### src/rtl/cnn_inference_sequencer_pkg.sv
`default_nettype none
// ============================================================================
// Module   : cnn_inference_sequencer_pkg
// Brief    : Shared constants for the CNN layer sequencer: state encodings,
//            stage indices and default parameter values.
// Revision : 1.0 - initial release
// ============================================================================
package cnn_inference_sequencer_pkg;

  // Default parameter values for the sequencer and its watchdog
  localparam int NUM_STAGES_DEF = 5;
  localparam int STAGE_W_DEF    = 3;
  localparam int TIMEOUT_W_DEF  = 16;
  localparam int LABEL_W_DEF    = 4;

  // Sequencer state encodings
  localparam logic [2:0] ST_IDLE   = 3'd0;
  localparam logic [2:0] ST_CLEAR  = 3'd1;
  localparam logic [2:0] ST_LAUNCH = 3'd2;
  localparam logic [2:0] ST_WAIT   = 3'd3;
  localparam logic [2:0] ST_FINISH = 3'd4;
  localparam logic [2:0] ST_ABORT  = 3'd5;

  typedef enum logic [2:0] {
    S_IDLE   = ST_IDLE,
    S_CLEAR  = ST_CLEAR,
    S_LAUNCH = ST_LAUNCH,
    S_WAIT   = ST_WAIT,
    S_FINISH = ST_FINISH,
    S_ABORT  = ST_ABORT
  } seq_state_t;

  // Layer scheduler indices in execution order; the last one is the label predictor
  localparam logic [2:0] STG_CONV1 = 3'd0;
  localparam logic [2:0] STG_POOL1 = 3'd1;
  localparam logic [2:0] STG_CONV2 = 3'd2;
  localparam logic [2:0] STG_FC    = 3'd3;
  localparam logic [2:0] STG_PRED  = 3'd4;

endpackage : cnn_inference_sequencer_pkg
`default_nettype wire

### src/rtl/cnn_inference_sequencer_stage_watchdog.sv
`default_nettype none
// ============================================================================
// Module   : cnn_inference_sequencer_stage_watchdog
// Brief    : Saturating per-stage watchdog. Cleared when a stage is launched,
//            counts while enabled, flags expiry once the count is all-ones.
// Revision : 1.0 - initial release
// ============================================================================
module cnn_inference_sequencer_stage_watchdog
  import cnn_inference_sequencer_pkg::*;
#(
  parameter int TIMEOUT_W = TIMEOUT_W_DEF
) (
  input  logic clk,
  input  logic rst_n,
  input  logic i_clear,
  input  logic i_count_en,
  output logic o_expired
);

  logic [TIMEOUT_W-1:0] r_count;
  logic                 w_sat;

  // All-ones is both the expiry point and the saturation point, so it never wraps
  assign w_sat     = &r_count;
  assign o_expired = w_sat;

  // Counter: clear has priority over counting
  always_ff @(posedge clk or negedge rst_n) begin
    if (!rst_n) begin
      r_count <= '0;
    end else if (i_clear) begin
      r_count <= '0;
    end else if (i_count_en && !w_sat) begin
      r_count <= r_count + TIMEOUT_W'(1);
    end
  end

endmodule : cnn_inference_sequencer_stage_watchdog
`default_nettype wire

### src/rtl/cnn_inference_sequencer.sv
`default_nettype none
// ============================================================================
// Module   : cnn_inference_sequencer
// Brief    : Top-level layer sequencer for the MNIST CNN accelerator. Runs the
//            layer schedulers in order over start/done handshakes, steers the
//            shared picture memory port, latches the predicted label and
//            reports done/error to the CPU.
// Revision : 1.0 - initial release
// ============================================================================
module cnn_inference_sequencer
  import cnn_inference_sequencer_pkg::*;
#(
  parameter int NUM_STAGES = NUM_STAGES_DEF,
  parameter int STAGE_W    = STAGE_W_DEF,
  parameter int TIMEOUT_W  = TIMEOUT_W_DEF,
  parameter int LABEL_W    = LABEL_W_DEF
) (
  input  logic                  clk,
  input  logic                  rst_n,
  input  logic                  start,
  input  logic                  abort,
  input  logic                  timeout_en,
  output logic [NUM_STAGES-1:0] stage_start,
  input  logic [NUM_STAGES-1:0] stage_done,
  output logic                  stage_rst_n,
  output logic [STAGE_W-1:0]    mem_sel,
  input  logic [LABEL_W-1:0]    label_in,
  output logic [LABEL_W-1:0]    result_label,
  output logic                  busy,
  output logic                  done,
  output logic                  err,
  output logic [STAGE_W-1:0]    err_stage
);

  localparam logic [STAGE_W-1:0] LAST_IDX = STAGE_W'(NUM_STAGES - 1);

  seq_state_t            r_state;
  seq_state_t            w_next_state;
  logic [STAGE_W-1:0]    r_stage_idx;
  logic [STAGE_W-1:0]    w_next_idx;
  logic [NUM_STAGES-1:0] w_idx_onehot;
  logic                  w_cur_done;
  logic                  w_wd_expired;
  logic                  w_wd_clear;
  logic                  w_wd_count_en;
  logic [LABEL_W-1:0]    r_result_label;
  logic                  r_err;
  logic [STAGE_W-1:0]    r_err_stage;

  // One-hot decode of the active stage; also masks off done bits of other stages
  generate
    for (genvar gi = 0; gi < NUM_STAGES; gi++) begin : g_idx_decode
      assign w_idx_onehot[gi] = (r_stage_idx == STAGE_W'(gi));
    end
  endgenerate

  assign w_cur_done    = |(stage_done & w_idx_onehot);
  assign w_wd_clear    = (r_state == S_LAUNCH);
  assign w_wd_count_en = (r_state == S_WAIT) && timeout_en;

  cnn_inference_sequencer_stage_watchdog #(
    .TIMEOUT_W (TIMEOUT_W)
  ) u_stage_watchdog (
    .clk        (clk),
    .rst_n      (rst_n),
    .i_clear    (w_wd_clear),
    .i_count_en (w_wd_count_en),
    .o_expired  (w_wd_expired)
  );

  // State and stage-index registers
  always_ff @(posedge clk or negedge rst_n) begin
    if (!rst_n) begin
      r_state     <= S_IDLE;
      r_stage_idx <= '0;
    end else begin
      r_state     <= w_next_state;
      r_stage_idx <= w_next_idx;
    end
  end

  // Next-state logic; in WAIT abort beats done, done beats timeout
  always_comb begin
    w_next_state = r_state;
    w_next_idx   = r_stage_idx;
    case (r_state)
      S_IDLE: begin
        if (start) begin
          w_next_state = S_CLEAR;
          w_next_idx   = '0;
        end
      end
      S_CLEAR:  w_next_state = abort ? S_ABORT : S_LAUNCH;
      S_LAUNCH: w_next_state = abort ? S_ABORT : S_WAIT;
      S_WAIT: begin
        if (abort) begin
          w_next_state = S_ABORT;
        end else if (w_cur_done) begin
          if (r_stage_idx == LAST_IDX) begin
            w_next_state = S_FINISH;
          end else begin
            w_next_state = S_LAUNCH;
            w_next_idx   = r_stage_idx + STAGE_W'(1);
          end
        end else if (timeout_en && w_wd_expired) begin
          w_next_state = S_ABORT;
        end
      end
      S_FINISH: w_next_state = S_IDLE;
      S_ABORT:  w_next_state = S_IDLE;
      default:  w_next_state = S_IDLE;
    endcase
  end

  // Handshake and status outputs decoded from state/index
  always_comb begin
    stage_start = '0;
    stage_rst_n = 1'b1;
    mem_sel     = r_stage_idx;
    busy        = 1'b1;
    done        = 1'b0;
    case (r_state)
      S_IDLE: begin
        busy    = 1'b0;
        mem_sel = '0;
      end
      S_CLEAR:  stage_rst_n = 1'b0;
      S_LAUNCH: stage_start = w_idx_onehot;
      S_FINISH: done = 1'b1;
      S_ABORT: begin
        done        = 1'b1;
        stage_rst_n = 1'b0;
        mem_sel     = '0;
      end
      default: ;
    endcase
  end

  // Result label on the final done edge; sticky error cleared by an accepted start
  always_ff @(posedge clk or negedge rst_n) begin
    if (!rst_n) begin
      r_result_label <= '0;
      r_err          <= 1'b0;
      r_err_stage    <= '0;
    end else begin
      if (r_state == S_WAIT && w_next_state == S_FINISH) begin
        r_result_label <= label_in;
      end
      if (r_state == S_IDLE && start) begin
        r_err <= 1'b0;
      end
      if (r_state == S_ABORT) begin
        r_err       <= 1'b1;
        r_err_stage <= r_stage_idx;
      end
    end
  end

  assign result_label = r_result_label;
  assign err          = r_err;
  assign err_stage    = r_err_stage;

endmodule : cnn_inference_sequencer
`default_nettype wire

### config.mk
export PLATFORM = sky130hd
export DESIGN_NAME = cnn_inference_sequencer
export DESIGN_NICKNAME = d
export VERILOG_FILES = /design/src/rtl/cnn_inference_sequencer_pkg.sv /design/src/rtl/cnn_inference_sequencer_stage_watchdog.sv /design/src/rtl/cnn_inference_sequencer.sv
export SDC_FILE = /design/constraint.sdc
export NUM_CORES = 1
export LEC_CHECK = 0
export BUFFER_PORTS_ARGS = -buffer_cell sky130_fd_sc_hd__buf_2
export CAP_MARGIN = 0
export CELL_PAD_IN_SITES_DETAIL_PLACEMENT = 1
export CELL_PAD_IN_SITES_GLOBAL_PLACEMENT = 2
export CORE_ASPECT_RATIO = 0.5
export CORE_MARGIN = 2
export CORE_UTILIZATION = 30
export DETAILED_ROUTE_END_ITERATION = 7
export GPL_ROUTABILITY_DRIVEN = 0
export GPL_TIMING_DRIVEN = 0
export PLACE_DENSITY = 0.71
export REMOVE_ABC_BUFFERS = 1
export SLEW_MARGIN = 20
export SYNTH_ARGS = -nofsm -noshare
export SYNTH_HDL_FRONTEND = slang
export SYNTH_SLANG_ARGS = --single-unit
export TNS_END_PERCENT = 1
### constraint.sdc
create_clock -name clk -period 1.7 [get_ports clk]
set_input_delay 0.34 -clock clk [delete_from_list [all_inputs] [get_ports clk]]
set_output_delay 0.34 -clock clk [all_outputs]
set_load 0.1 [all_outputs]
==> results.txt, run 1 <==
status: finished with violations
failing checks: negative setup slack
FILL cells: 640
critical-path cell list: inv_2 > ha_2 > a22o_1 > a222oi_1 > buf_4 > nor4_4 > mux2_2
synth cell count leaders: 30 x dfrtp_1, 17 x nand2_1, 14 x a21oi_1
Root Buffer: clkbuf_16
# IOs: 33
type of the tightest min-delay check: primary input to async pin
drt pass-1 iters: 4
total CTS buffers: 5
switching power: 2290 uW
slew of the pin with the lowest slew margin: 0.708 ns
Post-DP HPWL: 3140 um
Via density: 5.30
Synth warnings: 0
Fin. Hold Viols: 0
number of synthesized flops with an enable pin: 0
most numerous cell in the Yosys netlist: dfrtp_1
Tcrit/Tclk final: 109%
row count: 19
clk sink count: 30
share of cells above drive strength 1: 37.4%
Area Overhead vs Synth: 40.3%
worst-path cell with the longest stage delay: dfrtp_2
Worst Setup Path Type: register to register
Flop pwr share: 25.7%
RSZ-0062 raised after global routing: true
Synth area leaders: dfrtp_1 44%, ha_1 4.4%, a21oi_1 4.1%, nand2_1 3.8%, or3_1 3.7%
Synth async-reset ratio: 100%
WP data required: 1.85 ns
leading area contributor after synthesis: dfrtp_1
CTS Buffer Depth: 2
dominant synthesized flop cell: dfrtp_1
die area: 6290 sq um
Synth Cell Area: 1690 sq um
clk_lat worst skew: 0.27 ns
WL final: 4610 um
initial antenna violation count: 0
critical path fanouts, max: 4
Area after DPL: 1930 sq um
Port Buffers: 32
maximum VDD drop: 1.08 mV
diodes inserted: 0
Netlist cell types: 41
clock skew: 0.00244 ns
PD cells: 1850 nW/um^2
Clk pwr share: 18.6%
first-pass GRT wire length: 7940 um
Worst path max stage delay: 0.43 ns
Final ANT Viol Nets: 0
remaining global-route overflow: 0
final non-filler cell area: 2370 sq um
Max Slew Vio Count: 0
CP Launch Type: register
Vias: 1563
die extent in x: 110 um
Pwr Total: 4390 uW
DR DRC count: 0
share of the synthesized area in the top cell type: 44.4%
post-synthesis register bit count: 30
Final setup viols: 26
Worst Slack Setup Final: -0.156 ns
vias in the first global route: 1640
Max-Cap Viols: 0
register clock-pin slew on the reported worst setup and hold paths: 0.05 ns
Slew HR: 52.8%
Pleak: 0.00100 uW
Sw Ratio: 52.1%
Seq/Total Area, Yosys: 44.4%
Tmin final: 1.86 ns
Int Pwr: 2100 uW
Final #Nets: 242
Die Y-Extent: 57.1 um
maximum clock frequency: 539 MHz
Mapped Avg Cell Area: 9.55 sq um
core outline area: 5470 sq um
power share of the combinational group: 55.7%
GRT Total Usage: 16.5%
CP arrival: 2.01 ns
Max H-tree Level: 2
Starting Density: 30.9%
largest net degree at the start of global routing: 31
Post-Synthesis Cells: 177
drt wl/cell: 15.6 um
TritonCTS clock tree: done
crit end category: register
violation count after the first detailed-route iteration: 24
[logic make-up (layout without fill, tap and decap cells)]
family	Yosys count	after routing	synth area share [%]
and+or+nand+nor	78	78	26.9
buffers and inverters	11	56	2.59
muxes	11	11	6.88
DFF	30	30	44.4
adders and majority gates	6	6	4.44
xor gates and xnor gates	2	2	1.04
AOI/OAI and AO/OA	39	39	13.8
[cells in the final DEF (no fill, tap or decap), drive strengths merged, types with 2 or more instances in the layout]
| master | netlist | layout |
|---|---|---|
| a21oi | 14 | 14 |
| and3 | 4 | 4 |
| and4 | 2 | 2 |
| buf | 2 | 44 |
| clkbuf | 4 | 7 |
| dfrtp | 30 | 30 |
| ha | 6 | 6 |
| inv | 5 | 5 |
| mux2 | 5 | 5 |
| mux2i | 6 | 6 |
| nand2 | 17 | 17 |
| nand3 | 5 | 5 |
| nand3b | 3 | 3 |
| nand4 | 6 | 6 |
| nor2 | 10 | 10 |
| nor3 | 6 | 6 |
| nor4 | 2 | 2 |
| nor4b | 2 | 2 |
| o21ai | 12 | 12 |
| o22ai | 2 | 2 |
| o31ai | 4 | 4 |
| or3 | 10 | 10 |
| or4 | 4 | 4 |
[metal layers]
metal  GRT usage [%]  vias up  wire [um]
li1                -      755          -
met1            20.5      779       2160
met2            29.2       25       2310
met3            3.89        4        116
met4            3.75        0         25
met5               0        -          0
[worst paths after layout]
kind,start,end,slack (ns),cells past startpoint
min in group clk,label_in[3],result_label[3]$_DFFE_PN0P_,0.29,2
max reg2reg,r_stage_idx[0]$_DFFE_PN0P_,result_label[1]$_DFFE_PN0P_,-0.16,7
min,rst_n,result_label[1]$_DFFE_PN0P_,0.12,1
max,r_stage_idx[0]$_DFFE_PN0P_,result_label[1]$_DFFE_PN0P_,-0.16,7
max in group asynchronous,rst_n,u_stage_watchdog.r_count[9]$_DFFE_PN0P_,1.08,1
min reg2reg,result_label[3]$_DFFE_PN0P_,result_label[3]$_DFFE_PN0P_,0.48,1
[state kept, by name (all words and copies together), names as in the netlist]
register                  cells
err                           1
err_stage                     3
r_stage_idx                   3
r_state                       3
result_label                  4
u_stage_watchdog.r_count     16
[critical path: cells and delay by family, from the launching register on]
family          cells  cell delay, ns
flops               1            0.43
mux                 1            0.38
simple gates        1            0.28
buf+inv             2            0.27
compound gates      2            0.20
fa+ha+maj           1            0.18
[timing repair]
item / CTS / global route
hold buffers: 0 / 0
gates resized for setup: 55 / 13
pin swaps: 14 / 5
buffers inserted: 11 / 0
setup endpoints to repair: 37 / 35
[cell type report]
cell class	count	area (sq um)	area share [%]
clock buffer	7	133	5.59
inverter	5	21.3	0.897
multi-input combinational	136	1010	42.5
sequential	30	759	32.0
tap	73	91.3	3.85
timing repair buffer	44	359	15.1
[stage by stage]
step	setup slack (ns)	utilization [%]	setup TNS, ns	hold slack, ns	instances
global placement	-1.19	35.1	-17.24	0.434	276
global route	-0.284	43.4	-5.10	0.189	295
CTS	-0.155	42.7	-2.50	0.146	295
floorplan	-0.718	-	-9.42	0.0444	171
finish	-0.156	43.4	-2.20	0.122	295
detailed placement	-0.848	35.3	-11.05	0.433	277
[power groups by stage]
| stage | Clock [uW] | Sequential (uW) | Combinational, uW |
|---|---|---|---|
| after floorplan | 0 | 1690 | 1090 |
| after global placement | 0 | 1120 | 2020 |
| after detailed placement | 0 | 1130 | 2050 |
| after CTS | 834 | 1120 | 2430 |
| after global routing | 870 | 1170 | 2590 |
| final | 816 | 1130 | 2440 |
No activity file was read; power rests on OpenSTA's default activity.
==> run 2: changes to the inputs <==
--- a/config.mk
+++ b/config.mk
@@ -16,6 +16,7 @@
 export GPL_ROUTABILITY_DRIVEN = 0
 export GPL_TIMING_DRIVEN = 0
 export PLACE_DENSITY = 0.71
+export RECOVER_POWER = 25
 export REMOVE_ABC_BUFFERS = 1
 export SLEW_MARGIN = 20
 export SYNTH_ARGS = -nofsm -noshare
==> run 2 against run 1 <==
  * The run still ends with negative setup slack left
  * Clock skew about the same
  * Sequential share of layout area unchanged
  * Register-to-register slack hardly changed
  * Setup slack lost 0.0010 ns
  * Utilization is the same
  * Total power is essentially flat
  * Via count unchanged
  * Cell area is the same
  * First-iteration DRC count is the same
  * Clock power is essentially flat
  * Largest cell class unchanged
  * Largest power group unchanged
  * Highest routed layer unchanged
==> results.txt, run 2 (same netlist as run 1, synthesis figures left out) <==
status: finished with violations
failing checks: negative setup slack
initial antenna violation count: 0 (unchanged)
vias in the first global route: 1640 (unchanged)
violation count after the first detailed-route iteration: 24 (unchanged)
largest net degree at the start of global routing: 31 (unchanged)
power share of the combinational group: 55.7% (about the same)
register clock-pin slew on the reported worst setup and hold paths: 0.05 ns (about the same)
Port Buffers: 32 (unchanged)
Die Y-Extent: 57.1 um (unchanged)
WL final: 4610 um (about the same)
Max Slew Vio Count: 0 (unchanged)
share of cells above drive strength 1: 37.4% (unchanged)
die area: 6290 sq um (unchanged)
clock skew: 0.00244 ns (-0.00000161 ns)
CP arrival: 2.01 ns (about the same)
Top reg by flops: u_stage_watchdog.r_count
post-layout util: 43.4% (unchanged)
clk sink count: 30 (unchanged)
Hold Slack: 0.147 ns (+0.0253 ns)
Final ANT Viol Nets: 0 (unchanged)
Final setup viols: 26 (unchanged)
DR DRC count: 0 (unchanged)
Tmin final: 1.86 ns (+0.00103 ns)
CP top delay family: flip-flops
RSZ-0062 raised after global routing: true
worst-path cell with the longest stage delay: dfrtp_2
met3 WL: 117 um (+0.86%)
setup TNS: -2.21 ns (-0.00866 ns)
DP Worst Slack: -0.848 ns (unchanged)
row count: 19 (unchanged)
Sw Ratio: 52.1% (about the same)
commonest non-fill, non-tap cell in the layout: dfrtp_1
Pwr Total: 4390 uW (about the same)
WL met1: 2160 um (-0.14%)
Root Buffer: clkbuf_16
Final #Nets: 242 (unchanged)
Worst Slack Setup Final: -0.157 ns (-0.00103 ns)
CTS Buffer Depth: 2 (unchanged)
Worst Setup Path Type: register to register
maximum VDD drop: 1.08 mV (about the same)
Post-DP HPWL: 3140 um (unchanged)
worst r2r path cells: 7 (unchanged)
top sig layer: met4
first-pass GRT wire length: 7940 um (unchanged)
TritonCTS clock tree: done
WP buf/inv: 2 (unchanged)
slew of the pin with the lowest slew margin: 0.795 ns (+0.0872 ns)
Max-Cap Viols: 0 (unchanged)
PD cells: 1850 nW/um^2 (about the same)
Tcrit/Tclk final: 109% (about the same)
most frequent cells in the layout: 23 x dfrtp_1, 20 x buf_2, 17 x nand2_1, 13 x buf_4
Clk pwr share: 18.6% (about the same)
WP data required: 1.85 ns (about the same)
Pleak: 0.00100 uW (about the same)
WP depth: 7 (unchanged)
drt pass-1 iters: 4 (unchanged)
drt wl/cell: 15.6 um (about the same)
crit end category: register
Area Overhead vs Synth: 40.3% (unchanged)
total CTS buffers: 5 (unchanged)
Max H-tree Level: 2 (unchanged)
Slew HR: 47.0% (-5.8 points)
maximum clock frequency: 539 MHz (about the same)
type of the tightest min-delay check: primary input to async pin
Flop pwr share: 25.7% (about the same)
Int Pwr: 2100 uW (about the same)
# IOs: 33 (unchanged)
Fin. Hold Viols: 0 (unchanged)
core outline area: 5470 sq um (unchanged)
CP Launch Type: register
Via density: 5.30 (unchanged)
diodes inserted: 0 (unchanged)
die extent in x: 110 um (unchanged)
switching power: 2290 uW (about the same)
Worst path max stage delay: 0.43 ns (about the same)
Vias: 1563 (unchanged)
WL met2: 2310 um (about the same)
Starting Density: 30.9% (unchanged)
critical-path cell list: inv_2 > ha_2 > a22o_1 > a222oi_1 > buf_4 > nor4_4 > mux2_2
GRT Total Usage: 16.5% (unchanged)
remaining global-route overflow: 0 (unchanged)
critical path fanouts, max: 4 (unchanged)
max reg flops: 16 (unchanged)
clk_lat worst skew: 0.27 ns (about the same)
-- run 2: layer usage --
metal | vias to the layer above | track usage [%]
li1 | 755 | -
met1 | 779 | 20.5
met2 | 25 | 29.2
met3 | 4 | 3.89
met4 | 0 | 3.75
met5 | - | 0
-- run 2: cell type report --
cell class | count | area [sq um]
flip-flops and latches | 30 | 759
repair buffers | 44 | 359
well taps | 73 | 91.3
clock buffers | 7 | 133
inverters | 5 | 21.3
multi-input cells | 136 | 1010
fillers | 640 | 3100
-- run 2: per-stage QoR --
stage	instance area, sq um	cells
after global placement	1920	276
after global routing	2370	295
after floorplan	1670	171
final	2370	295
after CTS	2330	295
after detailed placement	1930	277
-- run 2: final timing paths --
kind	startpoint	to	slack [ns]
setup / recovery	r_stage_idx[0]$_DFFE_PN0P_	result_label[1]$_DFFE_PN0P_	-0.16
hold / removal	rst_n	result_label[1]$_DFFE_PN0P_	0.15
setup reg to reg	r_stage_idx[0]$_DFFE_PN0P_	result_label[1]$_DFFE_PN0P_	-0.16
hold reg to reg	result_label[3]$_DFFE_PN0P_	result_label[3]$_DFFE_PN0P_	0.48
max in group asynchronous	rst_n	u_stage_watchdog.r_count[9]$_DFFE_PN0P_	1.00
min in group clk	label_in[3]	result_label[3]$_DFFE_PN0P_	0.29
-- run 2: what timing repair did --
item	in CTS	in global routing
hold buffers	0	0
resized for setup	55	13
setup buffers	11	0
endpoints found under the setup margin	37	35
pin swaps	14	5
-- run 2: power groups by stage --
| stage | combinational, uW | clock, uW | sequential, uW |
|---|---|---|---|
| after floorplan | 1090 | 0 | 1690 |
| after global placement | 2020 | 0 | 1120 |
| after detailed placement | 2050 | 0 | 1130 |
| after CTS | 2430 | 834 | 1120 |
| after global routing | 2590 | 870 | 1170 |
| final | 2450 | 816 | 1130 |
==> run 3: changes to the inputs <==
--- a/config.mk
+++ b/config.mk
@@ -8,14 +8,14 @@
 export BUFFER_PORTS_ARGS = -buffer_cell sky130_fd_sc_hd__buf_2
 export CAP_MARGIN = 0
 export CELL_PAD_IN_SITES_DETAIL_PLACEMENT = 1
-export CELL_PAD_IN_SITES_GLOBAL_PLACEMENT = 2
+export CELL_PAD_IN_SITES_GLOBAL_PLACEMENT = 1
 export CORE_ASPECT_RATIO = 0.5
-export CORE_MARGIN = 2
-export CORE_UTILIZATION = 30
+export CORE_MARGIN = 3
+export CORE_UTILIZATION = 35
 export DETAILED_ROUTE_END_ITERATION = 7
 export GPL_ROUTABILITY_DRIVEN = 0
 export GPL_TIMING_DRIVEN = 0
-export PLACE_DENSITY = 0.71
+export PLACE_DENSITY = 0.68
 export RECOVER_POWER = 25
 export REMOVE_ABC_BUFFERS = 1
 export SLEW_MARGIN = 20
==> run 3 against run 2 <==
  * The run still ends with negative setup slack left
  * Non-clock buffer count increased by 9
  * Count of clock-buffer cells in the layout decreased by 2
  * Utilization increased by 10 points
  * Fmax decreased by 3.9%
  * Via count increased by 5.4%
  * Cell area increased by 2.9%
  * Register-to-register slack got worse by 0.08 ns
  * Clock skew increased by 0.00076 ns
  * Clock power decreased by 11%
  * Sequential power about the same
  * Flip-flop and latch count unchanged
  * Total power increased by 2.0%
  * Critical endpoint unchanged
  * Highest routed layer unchanged
==> results.txt, run 3 (same netlist as run 1, synthesis figures left out) <==
first-pass GRT wire length: 8460 um (+6.5%)
maximum clock frequency: 518 MHz (-3.9%)
crit end category: register
Final #Nets: 251 (+3.7%)
max reg flops: 16 (unchanged)
clk sink count: 30 (unchanged)
WL final: 5460 um (+18%)
slew of the pin with the lowest slew margin: 0.792 ns (-0.00273 ns)
DR DRC count: 0 (unchanged)
register clock-pin slew on the reported worst setup and hold paths: 0.07 ns (+0.02 ns)
switching power: 2390 uW (+4.3%)
Die Y-Extent: 55.1 um (-3.4%)
post-layout util: 53.9% (+10 points)
row count: 17 (-2)
share of cells above drive strength 1: 41.8% (+4.4 points)
largest net degree at the start of global routing: 31 (unchanged)
Fin. Hold Viols: 0 (unchanged)
Hold Slack: 0.124 ns (-0.0231 ns)
Sw Ratio: 53.3% (+1.2 points)
Starting Density: 37.3% (+6.4 points)
power share of the combinational group: 59.2% (+3.5 points)
Worst Slack Setup Final: -0.232 ns (-0.0756 ns)
R2R Setup Slk: -0.23 ns (-0.08 ns)
Slew HR: 47.2% (+0.18 points)
initial antenna violation count: 0 (unchanged)
Tcrit/Tclk final: 114% (+4.4 points)
setup TNS: -3.60 ns (-1.39 ns)
GRT Total Usage: 18.8% (+2.3 points)
Int Pwr: 2090 uW (-0.54%)
Area Overhead vs Synth: 44.4%
Max-Cap Viols: 0 (unchanged)
Final ANT Viol Nets: 0 (unchanged)
Port Buffers: 32 (unchanged)
core outline area: 4530 sq um (-17%)
commonest non-fill, non-tap cell in the layout: dfrtp_1
Post-DP HPWL: 3190 um (+1.9%)
Tmin final: 1.93 ns (+0.0756 ns)
failing checks: negative setup slack
die extent in x: 104 um (-5.3%)
die area: 5750 sq um (-8.6%)
most frequent cells in the layout: 24 x dfrtp_1, 20 x buf_2, 18 x buf_4, 17 x nand2_1, 10 x a21oi_1
vias in the first global route: 1669 (+1.8%)
Via density: 5.53 (+4.3%)
# IOs: 33 (unchanged)
critical path fanouts, max: 4 (unchanged)
status: finished with violations
RSZ-0062 raised after global routing: true
Vias: 1647 (+5.4%)
CP Launch Type: register
Worst Setup Path Type: register to register
total CTS buffers: 5 (unchanged)
TritonCTS clock tree: done
Max Slew Vio Count: 0 (unchanged)
remaining global-route overflow: 0 (unchanged)
Root Buffer: clkbuf_8
multi-input logic area: 1030 sq um (+2.6%)
maximum VDD drop: 1.15 mV (+6.8%)
diodes inserted: 0 (unchanged)
final std cells w/o fill: 298 (+1.0%)
WP data required: 1.87 ns (+0.02 ns)
type of the tightest min-delay check: primary input to async pin
Flop pwr share: 24.5% (-1.2 points)
CP arrival: 2.11 ns (+0.10 ns)
Pleak: 0.00104 uW (+4.0%)
Clk pwr share: 16.3% (-2.3 points)
CTS Buffer Depth: 2 (unchanged)
violation count after the first detailed-route iteration: 27 (+13%)
clock skew: 0.00320 ns (+0.000757 ns)
FILL cells: 521 (-19%)
Placed Cells: 270 (-2.5%)
register area: 758 sq um (-0.16%)
PD cells: 1830 nW/um^2 (-0.88%)
drt pass-1 iters: 4 (unchanged)
Final setup viols: 32 (+23%)
clk_lat worst skew: 0.28 ns (about the same)
Max H-tree Level: 2 (unchanged)
Top reg by flops: u_stage_watchdog.r_count
drt wl/cell: 18.3 um (+17%)
run 3: final cells by class:
cell class	count	share of cell area, %
clock buffer	5	2.82
inverter	5	0.769
timing repair buffer	53	17.9
tap	66	3.38
multi-input combinational	136	42.4
clock inverter	3	1.64
sequential	30	31.1
run 3: stage by stage:
stage          worst slack (ns)  total power, uW  cell area (sq um)
6_report                 -0.232             4480               2440
5_1_grt                  -0.303             4710               2440
4_1_cts                  -0.140             4340               2330
3_5_place_dp             -0.861             3190               1920
3_3_place_gp              -1.12             3130               1910
2_1_floorplan            -0.718             2780               1670
run 3: layer usage:
metal	vias to the layer above	GRT usage, %	wire [um]
li1	771	-	-
met1	839	22.8	2420
met5	-	0	0
met2	29	35.9	2810
met4	0	3.31	66
met3	8	4.29	154
run 3: final timing paths:
kind | start | endpoint | cells past startpoint
setup / recovery | r_stage_idx[1]$_DFFE_PN0P_ | result_label[1]$_DFFE_PN0P_ | 7
hold / removal | rst_n | u_stage_watchdog.r_count[11]$_DFFE_PN0P_ | 1
setup reg to reg | r_stage_idx[1]$_DFFE_PN0P_ | result_label[1]$_DFFE_PN0P_ | 7
hold reg to reg | err_stage[1]$_DFFE_PN0P_ | err_stage[1]$_DFFE_PN0P_ | 2
max in group asynchronous | rst_n | r_state[0]$_DFF_PN0_ | 1
min in group clk | label_in[0] | result_label[0]$_DFFE_PN0P_ | 2
run 3: critical path, cell delays in order (launching register included):
cell,delay [ns]
dfrtp_1,0.41
inv_2,0.10
ha_2,0.19
a22o_1,0.15
a222oi_1,0.09
buf_4,0.18
nor4_4,0.32
mux2_2,0.38
run 3: power groups by stage:
stage | logic (uW) | clock network (uW) | registers [uW]
6_report | 2650 | 729 | 1100
5_1_grt | 2800 | 780 | 1130
4_1_cts | 2520 | 745 | 1070
3_5_place_dp | 2050 | 0 | 1140
3_3_place_gp | 2010 | 0 | 1120
2_1_floorplan | 1090 | 0 | 1690
run 3: repair_timing:
item / 4_1_cts / 5_1_grt
endpoints found under the setup margin: 37 / 37
pin swaps: 15 / 10
resized for setup: 53 / 23
setup buffers: 18 / 2
hold buffers: 0 / 0
